--- src/rtl/uart_rx_if.sv ---
// rtl/uart_rx_if.sv - serial line in, received byte and status out
interface uart_rx_if;
    logic       sci_rx;
    logic [7:0] rx_data;
    logic       rx_valid;
    logic       frame_err;
    logic       rx_busy;

    modport master (
        input  sci_rx,
        output rx_data,
        output rx_valid,
        output frame_err,
        output rx_busy
    );

    modport slave (
        output sci_rx,
        input  rx_data,
        input  rx_valid,
        input  frame_err,
        input  rx_busy
    );
endinterface

--- src/rtl/uart_rx.sv ---
// rtl/uart_rx.sv - 8N1 UART receiver, mid-bit sampling, framing-error pulse
module uart_rx #(
    parameter int TD      = 2604,
    parameter int TD_HALF = 1302
) (
    input  logic      clk,
    input  logic      rst_n,
    uart_rx_if.master rx
);
    localparam int CW = ($clog2(TD) > 16) ? $clog2(TD) : 16;
    localparam logic [CW-1:0] TD_LAST   = CW'(TD - 1);
    localparam logic [CW-1:0] HALF_LAST = CW'(TD_HALF - 1);

    typedef enum logic [1:0] {IDLE, START, DATA, STOP} state_t;

    state_t        state;
    logic          sync1;
    logic          rx_s;
    logic          prev;
    logic [CW-1:0] cnt;
    logic [2:0]    bit_idx;
    logic [7:0]    shreg;

    always_ff @(posedge clk) begin
        if (!rst_n) begin
            state        <= IDLE;
            sync1        <= 1'b1;
            rx_s         <= 1'b1;
            prev         <= 1'b1;
            cnt          <= '0;
            bit_idx      <= '0;
            shreg        <= '0;
            rx.rx_data   <= 8'h00;
            rx.rx_valid  <= 1'b0;
            rx.frame_err <= 1'b0;
            rx.rx_busy   <= 1'b0;
        end else begin
            sync1        <= rx.sci_rx;
            rx_s         <= sync1;
            prev         <= rx_s;
            rx.rx_valid  <= 1'b0;
            rx.frame_err <= 1'b0;

            case (state)
                IDLE: begin
                    // Needs a real 1->0 transition, so a held-low break never retriggers
                    if (prev && !rx_s) begin
                        state      <= START;
                        cnt        <= '0;
                        bit_idx    <= '0;
                        rx.rx_busy <= 1'b1;
                    end
                end

                START: begin
                    if (cnt == HALF_LAST) begin
                        cnt <= '0;
                        if (rx_s) begin
                            state      <= IDLE;
                            rx.rx_busy <= 1'b0;
                        end else begin
                            state <= DATA;
                        end
                    end else begin
                        cnt <= cnt + CW'(1);
                    end
                end

                DATA: begin
                    if (cnt == TD_LAST) begin
                        cnt            <= '0;
                        shreg[bit_idx] <= rx_s;
                        bit_idx        <= bit_idx + 3'd1;
                        if (bit_idx == 3'd7)
                            state <= STOP;
                    end else begin
                        cnt <= cnt + CW'(1);
                    end
                end

                STOP: begin
                    if (cnt == TD_LAST) begin
                        cnt        <= '0;
                        state      <= IDLE;
                        rx.rx_busy <= 1'b0;
                        if (rx_s) begin
                            rx.rx_data  <= shreg;
                            rx.rx_valid <= 1'b1;
                        end else begin
                            rx.frame_err <= 1'b1;
                        end
                    end else begin
                        cnt <= cnt + CW'(1);
                    end
                end

                default: begin
                    state      <= IDLE;
                    rx.rx_busy <= 1'b0;
                end
            endcase
        end
    end
endmodule

--- src/flat_wrapper.sv ---
// flat-port wrapper written by rule: the top's interface ports become plain ports
module uart_rx_flat 
#(
    parameter int TD      = 2604,
    parameter int TD_HALF = 1302
)
  (clk, rst_n, rx_sci_rx, rx_rx_data, rx_rx_valid, rx_frame_err, rx_rx_busy);
  uart_rx_if rx_i ();
  input  logic clk;
  input  logic rst_n;
  input wire logic [$bits(rx_i.sci_rx)-1:0] rx_sci_rx;
  output wire logic [$bits(rx_i.rx_data)-1:0] rx_rx_data;
  output wire logic [$bits(rx_i.rx_valid)-1:0] rx_rx_valid;
  output wire logic [$bits(rx_i.frame_err)-1:0] rx_frame_err;
  output wire logic [$bits(rx_i.rx_busy)-1:0] rx_rx_busy;
  assign rx_i.sci_rx = rx_sci_rx;
  assign rx_rx_data = rx_i.rx_data;
  assign rx_rx_valid = rx_i.rx_valid;
  assign rx_frame_err = rx_i.frame_err;
  assign rx_rx_busy = rx_i.rx_busy;
  uart_rx #(.TD(TD), .TD_HALF(TD_HALF)) u_core (.clk(clk), .rst_n(rst_n), .rx(rx_i));
endmodule
--- config.mk ---
export PLATFORM = sky130hd
export DESIGN_NAME = uart_rx_flat
export DESIGN_NICKNAME = d
export VERILOG_FILES = /design/src/rtl/uart_rx_if.sv /design/src/rtl/uart_rx.sv /design/src/flat_wrapper.sv
export SDC_FILE = /design/constraint.sdc
export NUM_CORES = 1
export LEC_CHECK = 0
export ABC_CLOCK_PERIOD_IN_PS = 3050
export CORE_MARGIN = 3
export CORE_UTILIZATION = 40
export DETAILED_ROUTE_END_ITERATION = 8
export MAX_ROUTING_LAYER = met4
export PLACE_DENSITY_LB_ADDON = 0.12
export SLEW_MARGIN = 20
export SYNTH_ARGS = -nofsm -noshare
export SYNTH_HDL_FRONTEND = slang
export SYNTH_SLANG_ARGS = --single-unit
--- constraint.sdc ---
create_clock -name clk -period 3.05 [get_ports clk]
set_clock_uncertainty 0.15 [all_clocks]
set_input_delay 0.61 -clock clk [delete_from_list [all_inputs] [get_ports clk]]
set_output_delay 0.61 -clock clk [all_outputs]
set_load 0.05 [all_outputs]
== After elaboration in Yosys (flattened, before gate mapping) ==
Index checks and enable logic that the tools add are counted.
W data, S select, Z words.

* Output and inout port bits: 11
* Bits in writable memories: 0
* Bits in read-only memories: 0
* Memories: 0
* Latch bits: 0
* Flip-flop bits (word level): 43
* Bits of input ports: 3

* Multipliers: 0
* Bitwise operators: 0
* Add/sub/neg operators: 2
* Order comparisons: 2
* Reduce and logical (&&, ||, !) cells: 13
* Equality and inequality tests: 12
* Muxes and demuxes: 24
* Div/mod/pow operators: 0
* Shift operators: 0

{| class="wikitable"
|+ Operators by type and width
! kind !! count
|-
| $mux W16 || 3
|-
| $pmux W16 S3 || 1
|-
| $add A16 B1 Y16 const B || 1
|-
| $eq A16 B11 Y1 const B || 1
|-
| $eq A16 B12 Y1 const B || 1
|-
| $mux W2 || 6
|-
| $ne A2 B1 Y1 const B || 6
|-
| $reduce_and A5 Y1 || 2
|-
| $reduce_and A3 Y1 || 3
|-
| $bwmux W8 || 1
|-
| $pmux W2 S4 || 1
|-
| $mux W1 || 7
|-
| $mux W3 || 2
|-
| $pmux W3 S2 || 1
|-
| $eq A2 B2 Y1 const B || 2
|-
| $lt A3 B4 Y1 const B || 1
|-
| $add A3 B1 Y3 const B || 1
|-
| $demux W1 S3 || 1
|-
| $eq A3 B3 Y1 const B || 1
|-
| $ge A3 B1 Y1 const B || 1
|-
| $pmux W1 S3 || 1
|-
| $reduce_bool A3 Y1 || 1
|-
| $eq A2 B1 Y1 const B || 1
|-
| $logic_and A1 B1 Y1 || 2
|-
| other kinds (5) || 5
|}

== Longest topological paths before layout ==
* Word-level depth: 5
* Depth in mapped cells: 8

== Worst setup path before layout ==
Ideal clock, no wire load.

* Kind: register to register
* Start point: register u_core.cnt[0]
* End point: register u_core.shreg[4]
* Path slack: 0.896 ns
* Cell stages (with the launch flop): 8
* Data arrival time: 1.869 ns
* Buffers on the path: 1
* Path through: dfxtp_1 ha_1 nor4bb_1 and4_1 buf_4 nand4_1 o311ai_0 o41ai_1

* Word-level cells in the longest chain between the ends: 2

{| class="wikitable"
|+ Ends and longest elaborated chain
! element !! line !! source
|-
| start, declared || uart_rx.sv:20 || <nowiki>logic [CW-1:0] cnt;</nowiki>
|-
| start signal, assigned || uart_rx.sv:65 || <nowiki>cnt <= cnt + CW'(1);</nowiki>
|-
| start signal, assigned || uart_rx.sv:77 || <nowiki>cnt <= cnt + CW'(1);</nowiki>
|-
| start signal, assigned || uart_rx.sv:93 || <nowiki>cnt <= cnt + CW'(1);</nowiki>
|-
| $eq A16 B12 Y1 || uart_rx.sv:70 || <nowiki>if (cnt == TD_LAST) begin</nowiki>
|-
| $reduce_and A2 Y1 (no line) || n/a ||
|-
| end signal, assigned by index || uart_rx.sv:72 || <nowiki>shreg[bit_idx] <= rx_s;</nowiki>
|-
| end, declared || uart_rx.sv:22 || <nowiki>logic [7:0] shreg;</nowiki>
|}

Every way passes these cells.
A chain may end at the register's enable or synchronous reset.

== Worst setup path after layout ==
Ends and elaborated chain as after synthesis.

==> impl_metrics.json <==
{
  "status": "finished, final reports clean",
  "fin_crit_ns": 2.55,
  "synth_area_um2": 2130,
  "ys_warn_count": 0,
  "htreeDepth": 2,
  "clkSinkCount": 43,
  "antenna_found_initial": 0,
  "fin_setup_tns_ns": 0,
  "rr_endpoint": "u_core.shreg[4]",
  "timing_worst_setup_path_type": "register to register",
  "grt_use_total_pct": 16.4,
  "cts-root-buf": "clkbuf_8",
  "r2r_slack_ns": 0.50,
  "grt_max_degree": 24,
  "synth-edff-count": 0,
  "wl_per_cell_um": 14.7,
  "path_cells": "ha_1 > nor4bb_1 > and4_1 > nand4_1 > o311ai_0 > o41ai_1",
  "hpwl_um": 3150,
  "rsz0062_at_grt": "no",
  "io_pins": 14,
  "ys_seq_elements": 43,
  "worst_skew_pair.late_latency_ns": 0.30,
  "slowest_stage": "and4_1",
  "worst_slew_pin_slew_ns": 0.791,
  "worstPathRequired_ns": 3.07,
  "synth_top_area_share_pct": 40.4,
  "synthCells": 243,
  "via_count": 1822,
  "portBuffers": 13,
  "drive_gt1_share_pct": 6.77,
  "core_area_um2": 4940,
  "reg2reg_depth": 6,
  "cts_made_buffers": 5,
  "wirelength_um": 4660,
  "maxCapViolCount": 0,
  "cts_buffer_depth": 2,
  "leakagePower_nw": 0.920,
  "cts_hold_buf": 0,
  "avgSynthCellArea_um2": 8.76,
  "start_util_pct": 43.1,
  "period_share_pct": 83.7,
  "rows": 25,
  "p_per_area_nw_per_um2": 474,
  "synth_cell_types": 52,
  "grt_pass1_wl_um": 8030,
  "die_h_um": 78.9,
  "finalMaxSlewViolations": 0,
  "max_slew_margin_pct": 47.2,
  "ir_drop_mv": 0.214,
  "critPathMaxStageDelay_ns": 0.44,
  "yosys.area.top_type": "dfxtp_1",
  "drc": 0,
  "grt_pass1_vias": 1637,
  "timing.fmax_ghz": 0.392,
  "cts_tree": "built",
  "yosysSeqAreaShare_pct": 40.4,
  "grt-ovfl-total": 0,
  "drtIter0Drc": 155,
  "first_pass_iters": 4,
  "timing.rr.start": "u_core.cnt[0]",
  "min_path_cells": 1,
  "place_congestion": 0.847,
  "hold_ws_ns": 0.263,
  "synth_area_leaders": "dfxtp_1 40%, mux2i_1 6.6%, nand2_1 5.3%",
  "synthesis.nets": 250,
  "critPathCaptureType": "register",
  "drtAntennaViolNets": 0,
  "fp.dieW_um": 78.9,
  "hold_end": "u_core.rx_s",
  "async_reset_ff_share_pct": 0,
  "arrival_ns": 2.58,
  "ys_top_cells_by_count": "43 x dfxtp_1, 30 x nand2_1, 15 x nand3_1, 15 x nor2_1, 14 x mux2i_1",
  "ys.flop_type": "dfxtp_1",
  "setup_viol": 0,
  "path_max_fanout": 8,
  "post_cts_buffers": 0,
  "areaGrowthSynthToFinish_pct": 13.9,
  "clkTransAtPathRegs_ns": 0.08,
  "antennaDiodeCount": 0,
  "start_kind": "register",
  "worstHoldStart": "u_core.sync1",
  "hold_path.class": "register to register",
  "cts_resized": 0,
  "die_area_um2": 6230,
  "fillers": 498,
  "nNetsFinal": 257,
  "vias_per_cell": 5.73,
  "timing.final.hold_violations": 0,
  "synth.most_common_cell": "dfxtp_1"
}
## stage by stage
step           cells  instance area [um^2]  total power, W  worst slack, ns  utilization, %
2_1_floorplan    243                  2130        0.000618            0.896               -
3_3_place_gp     310                  2290        0.000634            0.533            46.3
3_5_place_dp     310                  2290        0.000634            0.509            46.3
4_1_cts          318                  2420         0.00116            0.511            49.0
5_1_grt          318                  2420         0.00119            0.165            49.0
6_report         318                  2420         0.00115            0.496            49.0
## how the worst max path moves through the flow
stage,startpoint,to,slack (ns),depth (start not counted)
final,u_core.cnt[0],u_core.shreg[4],0.50,6
after global routing,u_core.cnt[0],u_core.shreg[4],0.17,6
after CTS,u_core.cnt[0],u_core.cnt[12],0.51,6
after detailed placement,rst_n,u_core.cnt[7],0.51,5
after global placement,rst_n,u_core.cnt[7],0.53,5
after floorplan,u_core.cnt[0],u_core.shreg[4],0.90,7
## cell families (layout without fill, tap and decap cells)
logic type / Yosys count / count (layout) / synth area share [%]
buf+inv: 22 / 30 / 4.53
xor+xnor: 1 / 1 / 0.412
fa+ha+maj: 4 / 4 / 2.35
flops: 43 / 43 / 40.4
mux: 14 / 14 / 6.58
simple gates: 121 / 121 / 33.0
compound gates: 38 / 38 / 12.6
## state kept, by name (all words and copies together) (netlist names), named ones only
register	cells
u_core.prev	1
u_core.bit_idx	3
u_core.rx_s	1
u_core.rx.rx_busy	1
u_core.cnt	16
u_core.shreg	8
u_core.sync1	1
u_core.state	1
u_core.rx.rx_data	8
u_core.rx.rx_valid	1
u_core.rx.frame_err	1
## worst max-delay path, delay by kind of cell (launching register included)
| kind | cells | cell delay (ns) |
|---|---|---|
| simple gates | 3 | 1.09 |
| compound gates | 2 | 0.48 |
| flops | 1 | 0.40 |
| fa+ha+maj | 1 | 0.31 |
## area by class of cell
class                           instances  area, um^2  share of cell area, %
Sequential cell                        43         861                   35.5
Timing Repair Buffer                   15         145                   5.99
Inverter                                7        26.3                   1.08
Tap cell                               67        83.8                   3.46
Multi-Input combinational cell        178        1170                   48.3
Clock buffer                            5        68.8                   2.84
Clock inverter                          3        67.6                   2.79
## placed cells by master (no fill, tap or decap), types with 3 or more instances in the layout
cell type and instances:
nor4_1 7, clkbuf_8 5, a21oi_1 9, o21ai_0 3, or3_1 3, nand3_1 15
a31oi_1 9, and3_1 7, ha_1 4, nand3b_1 4, mux2i_1 14, nor3_1 3
nand2_1 30, nand4_1 7, dfxtp_1 43, inv_1 7, nand2b_1 6, and4_1 5
nor3b_1 3, nor2_1 15, clkdlybuf4s50_1 13, and2_1 4
## power by group
| part | internal [W] | switching [W] |
|---|---|---|
| combinational | 0.0000156 | 0.0000353 |
| clock | 0.000327 | 0.000203 |
| sequential | 0.000565 | 0.00000474 |
## routing by layer
layer | track usage, % | wire (um)
met3 | 3.51 | 189
met2 | 21.3 | 1880
met1 | 24.6 | 2520
met4 | 5.84 | 66
met5 | - | 0
No activity file was read; power rests on OpenSTA's default activity.
